[config.mk]
export PLATFORM = sky130hd
export DESIGN_NAME = beta_fetch_stage
export DESIGN_NICKNAME = d
export VERILOG_FILES = /design/src/rtl/beta_fetch_stage.sv
export SDC_FILE = /design/constraint.sdc
export NUM_CORES = 1
export LEC_CHECK = 0
export ABC_AREA = 1
export CAP_MARGIN = 15
export CORE_MARGIN = 3
export CORE_UTILIZATION = 40
export DETAILED_ROUTE_END_ITERATION = 16
export GPL_ROUTABILITY_DRIVEN = 1
export PLACE_DENSITY = 0.67
export SKIP_CTS_REPAIR_TIMING = 1
export SLEW_MARGIN = 10
export SYNTH_ARGS = -nofsm -noshare
export SYNTH_HDL_FRONTEND = slang
export SYNTH_SLANG_ARGS = --single-unit
[constraint.sdc]
create_clock -name clk_i -period 2.9 [get_ports clk_i]
set_input_delay 0.725 -clock clk_i [delete_from_list [all_inputs] [get_ports clk_i]]
set_output_delay 0.725 -clock clk_i [all_outputs]
set_load 0.01 [all_outputs]
[src/rtl/beta_fetch_stage.sv]
// ---------------------------------------------------------------------------
// beta_fetch_stage
//
// Instruction fetch stage of the Bourbon 3-stage pipeline. Holds the program
// counter, issues one instruction-memory request per fetch-enable pulse,
// presents the fetched instruction and its PC to the if-to-dec pipe register,
// and handles PC redirection, discarding responses that are already in flight.
//
// Optional feature macro: BETA_IFS_MISALIGN_CHECK_EN
//   defined   : fetches from a PC with pc[1:0] != 0 are refused and flagged
//               (sticky until the next jump or reset); jump targets kept as-is.
//   undefined : jump targets have bits [1:0] cleared; misaligned flag tied 0.
//
// Ports
//   clk_i, rstn_i        clock, asynchronous active-low reset
//   ifs_fetch_en_i       fetch request pulse from the control unit
//   ifs_busy_o           high while a fetch is outstanding (state decode)
//   ifs_jump_i/_addr_i   PC redirect and its target
//   imem_req_o/_addr_o   instruction memory request and address
//   imem_gnt_i           request accepted
//   imem_rvalid_i/rdata_i response valid and data
//   ifs_instr_o/_pc_o    fetched instruction and its PC
//   ifs_valid_o          one-cycle pulse when a new instruction is presented
//   ifs_flush_i          squash the presented instruction
//   ifs_misaligned_o     misaligned-PC flag
// ---------------------------------------------------------------------------
module beta_fetch_stage #(
    parameter int unsigned                DataWidth = 32,
    parameter int unsigned                AddrWidth = 32,
    parameter logic [AddrWidth-1:0]       BootAddr  = '0
) (
    input  logic                  clk_i,
    input  logic                  rstn_i,
    input  logic                  ifs_fetch_en_i,
    output logic                  ifs_busy_o,
    input  logic                  ifs_jump_i,
    input  logic [AddrWidth-1:0]  ifs_jump_addr_i,
    output logic                  imem_req_o,
    output logic [AddrWidth-1:0]  imem_addr_o,
    input  logic                  imem_gnt_i,
    input  logic                  imem_rvalid_i,
    input  logic [DataWidth-1:0]  imem_rdata_i,
    output logic [DataWidth-1:0]  ifs_instr_o,
    output logic [AddrWidth-1:0]  ifs_pc_o,
    output logic                  ifs_valid_o,
    input  logic                  ifs_flush_i,
    output logic                  ifs_misaligned_o
);

    localparam logic [DataWidth-1:0] Nop = DataWidth'(32'h0000_0013);

    typedef enum logic [1:0] {
        S_IDLE = 2'd0,
        S_REQ  = 2'd1,
        S_WAIT = 2'd2
    } state_t;

    state_t               state_q, state_d;
    logic [AddrWidth-1:0] pc_q, pc_d;
    logic [AddrWidth-1:0] addr_q, addr_d;
    logic                 req_q, req_d;
    logic [DataWidth-1:0] instr_q, instr_d;
    logic [AddrWidth-1:0] pc_out_q, pc_out_d;
    logic                 valid_q, valid_d;
    logic                 drop_q, drop_d;
    logic                 mis_q, mis_d;

    logic [AddrWidth-1:0] jump_target;
    logic                 pc_misaligned;

`ifdef BETA_IFS_MISALIGN_CHECK_EN
    assign jump_target   = ifs_jump_addr_i;
    assign pc_misaligned = (pc_q[1:0] != 2'b00);
`else
    assign jump_target   = {ifs_jump_addr_i[AddrWidth-1:2], 2'b00};
    assign pc_misaligned = 1'b0;
`endif

    always_ff @(posedge clk_i or negedge rstn_i) begin
        if (!rstn_i) begin
            state_q  <= S_IDLE;
            pc_q     <= BootAddr;
            addr_q   <= BootAddr;
            req_q    <= 1'b0;
            instr_q  <= Nop;
            pc_out_q <= BootAddr;
            valid_q  <= 1'b0;
            drop_q   <= 1'b0;
            mis_q    <= 1'b0;
        end else begin
            state_q  <= state_d;
            pc_q     <= pc_d;
            addr_q   <= addr_d;
            req_q    <= req_d;
            instr_q  <= instr_d;
            pc_out_q <= pc_out_d;
            valid_q  <= valid_d;
            drop_q   <= drop_d;
            mis_q    <= mis_d;
        end
    end

    always_comb begin
        state_d  = state_q;
        pc_d     = pc_q;
        addr_d   = addr_q;
        instr_d  = instr_q;
        pc_out_d = pc_out_q;
        valid_d  = 1'b0;
        drop_d   = drop_q;
        mis_d    = mis_q;

        // Any redirect clears the sticky misaligned flag.
        if (ifs_jump_i) mis_d = 1'b0;

        unique case (state_q)
            S_IDLE: begin
                if (ifs_jump_i) begin
                    pc_d = jump_target;
                end else if (ifs_fetch_en_i) begin
                    if (pc_misaligned) begin
                        mis_d = 1'b1;
                    end else begin
                        state_d = S_REQ;
                        addr_d  = pc_q;
                    end
                end
            end
            S_REQ: begin
                if (imem_gnt_i) begin
                    state_d = S_WAIT;
                    // Request already accepted at the old address: its
                    // response must be thrown away.
                    if (ifs_jump_i) begin
                        pc_d   = jump_target;
                        drop_d = 1'b1;
                    end
                end else if (ifs_jump_i) begin
                    pc_d   = jump_target;
                    addr_d = jump_target;
                end
            end
            S_WAIT: begin
                if (imem_rvalid_i) begin
                    if (drop_q || ifs_jump_i) begin
                        // Stale response: re-issue at the (possibly new) PC
                        // without returning to IDLE, so busy never drops.
                        drop_d  = 1'b0;
                        state_d = S_REQ;
                        if (ifs_jump_i) begin
                            pc_d   = jump_target;
                            addr_d = jump_target;
                        end else begin
                            addr_d = pc_q;
                        end
                    end else begin
                        state_d = S_IDLE;
                        pc_d    = pc_q + AddrWidth'(4);
                        if (!ifs_flush_i) begin
                            instr_d  = imem_rdata_i;
                            pc_out_d = pc_q;
                            valid_d  = 1'b1;
                        end
                    end
                end else if (ifs_jump_i) begin
                    pc_d   = jump_target;
                    drop_d = 1'b1;
                end
            end
            default: begin
                state_d = S_IDLE;
            end
        endcase

        if (ifs_flush_i) begin
            instr_d = Nop;
            valid_d = 1'b0;
        end
    end

    assign req_d = (state_d == S_REQ);

    assign ifs_busy_o       = (state_q == S_REQ) || (state_q == S_WAIT);
    assign imem_req_o       = req_q;
    assign imem_addr_o      = addr_q;
    assign ifs_instr_o      = instr_q;
    assign ifs_pc_o         = pc_out_q;
    assign ifs_valid_o      = valid_q;
    assign ifs_misaligned_o = mis_q;

endmodule

==> summary.txt <==
Route
  • DR vias/cell: around 5.2
  • First drt pass iteration count: 5
  • Drt wl/cell: roughly 16 microns
  • Routed Antenna Nets: 0
  • Post-Route WL: between 20,000 and 25,000 microns
  • Initial DRC count: 491
  • Via count: roughly 6,800
  • Remaining DRCs: 0

Synth
  • Mean post-synth cell area: approximately 7.7 sq um
  • Most common cell in the netlist: nand2_1
  • Synthesis Warnings: 0
  • Seq/Total Area, Yosys: 0.471
  • Most used DFF post-synth: dfrtp_1
  • Flops & latches, synth: around 130
  • Synth async-reset ratio: 1.00
  • Yosys cell types: 35
  • Area contributors post-synth: dfrtp_1, nand2_1, o21ai_0, inv_1, a21oi_1
  • Post-Syn Nets: approximately 1,000
  • Synthesized netlist cell count: 923
  • Synthesized cell area: a little over 7000 sq um
  • Cell taking the most area after synthesis: dfrtp_1
  • Commonest cells in the netlist: nand2_1, dfrtp_1, o21ai_0
  • Post-synth EDFFs: 0
  • Share of the synthesized area in the top cell type: 0.460

Layout
  • N_diodes: 0
  • # nets final: ~1,200
  • Final instance count without filler cells: roughly 1,300
  • Share of cells above drive strength 1: 0.0607
  • Fin area: ~9600 sq um
  • P&R area growth vs syn: 35.3%
  • Fill count: ~1,600

Timing
  • Hold Fails Final Rpt: 0
  • Unrepaired setup endpoints after global routing: no
  • Final Setup Violations: 0
  • Final slew viol count: 0
  • Hold slack: approximately 0.28 ns
  • Final min period: 2.51 ns
  • Normalized max-slew margin: 0.576
  • Layout Skew: 0.00853 ns
  • Maximum clock rate: between 0.3 and 0.4 GHz
  • Worst slew pin tran: 0.636 ns
  • Fin crit share: 0.866

Global routing
  • Initial antenna violation count: 0
  • Vias in the first global route: 6,606
  • Gr usage total: 0.220
  • Global route overflow: 0
  • Global-route wire length before repair: 34,700 microns
  • Largest net degree at the start of global routing: between 60 and 70

Worst setup path
  • Critical Path End Type: output pin
  • CP Launch Type: flip-flop
  • Data required time of the critical path: 2.17 ns
  • Crit-path cells: inv_1 > ha_1 > clkdlybuf4s50_1
  • Worst EP arrival: between 1.5 and 2 ns
  • Setup CP Type: flip-flop to output pin
  • Slowest cell on crit path: clkdlybuf4s50_1
  • Max stage delay on crit path: approximately 0.54 ns
  • Worst-path maximum fanout: 5

Placed design
  • Routability congestion estimate from global placement: roughly 0.9
  • DP HPWL: 15,100 microns
  • Dpl cell area: 8940 sq um
  • Cell Count Post-Placement: between 1,000 and 1,500
  • Buffers on Ports: 167

Pwr
  • IR drop worst, VDD: about 0.97 mV
  • Leak pwr: approximately 0.0044 uW
  • Power per cell area: a little over 900 nW/um^2
  • Power, Total: approximately 8900 uW
  • Clock share of power: 0.260
  • P_int: about 5500 uW
  • Register share of total power: 0.318
  • Combinational power share: 0.422
  • Switching portion of total power: 0.388
  • Total net switching power: ~3500 uW

Die
  • Core area: about 17,000 sq um
  • Die W: roughly 140 microns
  • # IOs: approximately 170
  • Die span in y: ~140 microns
  • Die Area: ~19,000 sq um
  • Number of rows in the core area: 48
  • Starting Density: 0.409

Clock tree
  • CTS tree: yes
  • H-tree Lvls: 4
  • Root buffer cell: clkbuf_16
  • CTS buffer count: 17
  • Clock sinks: ~130
  • CTS Buffer Depth: 2
  • Clk_lat worst skew: around 0.42 ns
  • Worst-path clk slew: 0.06 ns

Outcome
  • Outcome: completed

Flow run
  • Max Cap Viol: 0

Min path
  • Worst hold path type: input port to async pin
==> power groups by stage <==
stage          clock, uW  sequential (uW)  combinational [uW]
2_1_floorplan          0             2920                2160
3_3_place_gp           0             2850                3710
3_5_place_dp           0             2860                3760
4_1_cts             2360             2830                3790
5_1_grt             2460             2910                4260
6_report            2320             2840                3760
==> sequential cells by signal (all words and copies together), names as in the netlist <==
register     cells
drop_q           1
ifs_instr_o     32
ifs_pc_o        32
ifs_valid_o      1
imem_addr_o     32
imem_req_o       1
pc_q            32
state_q          2
==> through the flow <==
stage | utilization | setup TNS (ns) | setup WS [ns]
finish | 0.554 | 0 | 0.388
global route | 0.554 | 0 | 0.240
CTS | 0.553 | 0 | 0.355
detailed placement | 0.517 | -0.135 | -0.0495
global placement | 0.517 | 0 | 0.000444
floorplan | - | 0 | 1.11
==> path summary, 6_finish.rpt <==
| kind | cells past startpoint | slack (ns) | from | end |
|---|---|---|---|---|
| worst max-delay path | 3 | 0.39 | state_q[0] | ifs_busy_o |
| worst min-delay path | 1 | 0.28 | rstn_i | ifs_instr_o[11] |
| worst max register to register | 8 | 0.51 | state_q[1] | imem_addr_o[11] |
| worst min register to register | 2 | 0.48 | imem_addr_o[25] | imem_addr_o[25] |
| max in group asynchronous | 2 | 1.91 | rstn_i | ifs_pc_o[27] |
| min in group clk_i | 2 | 0.48 | imem_addr_o[25] | imem_addr_o[25] |
==> layout by cell type, fill, tap and decap left out, types with 2 or more instances in the layout <==
master	instances
nand2_1	250
clkinvlp_4	2
o21ai_0	98
o22a_1	3
dfrtp_1	130
buf_4	13
nand3_2	2
nand3_1	23
inv_1	91
a22o_1	29
dfstp_2	3
o21ai_1	36
inv_2	5
bufinv_16	4
nor2_2	4
nor2_4	3
ha_1	6
clkdlybuf4s50_1	165
xor2_1	7
clkbuf_1	5
o22ai_1	24
a21oi_1	58
buf_12	2
o211ai_1	10
nor2_1	69
clkbuf_16	17
o21a_1	7
clkbuf_8	3
nand4_1	6
==> per-layer routing <==
layer  part of all wire  vias to the layer above  global-route usage
met1               0.45                     3172               0.298
met5                  0                        -                   0
met3              0.076                       27              0.0676
met2               0.45                      269               0.346
met4              0.015                        0              0.0582
li1                   -                     3361                   -
==> critical path, delay by kind of cell (launching register included) <==
family / cells / cell delay, ns
DFF: 1 / 0.41
adders and majority gates: 1 / 0.31
buffers and inverters: 2 / 0.65
==> logic make-up (layout without fill, tap and decap cells) <==
| logic type | Yosys count | count (layout) | share of synthesized area |
|---|---|---|---|
| AOI/OAI and AO/OA | 267 | 267 | 0.217 |
| and+or+nand+nor | 363 | 363 | 0.209 |
| adders and majority gates | 6 | 6 | 0.0106 |
| buffers and inverters | 146 | 311 | 0.0838 |
| xor gates and xnor gates | 7 | 7 | 0.00866 |
| other | 1 | 1 | 0.000530 |
| DFF | 133 | 133 | 0.471 |
==> final cells by class <==
cell class / count / area (sq um) / share of cell area
sequential: 133 / 3330 / 0.348
tap: 225 / 282 / 0.0294
inverter: 96 / 360 / 0.0376
multi-input combinational: 644 / 3160 / 0.330
clock inverter: 7 / 144 / 0.0150
clock buffer: 25 / 485 / 0.0507
timing repair buffer: 183 / 1820 / 0.190
(Power assumes the default switching activity.)
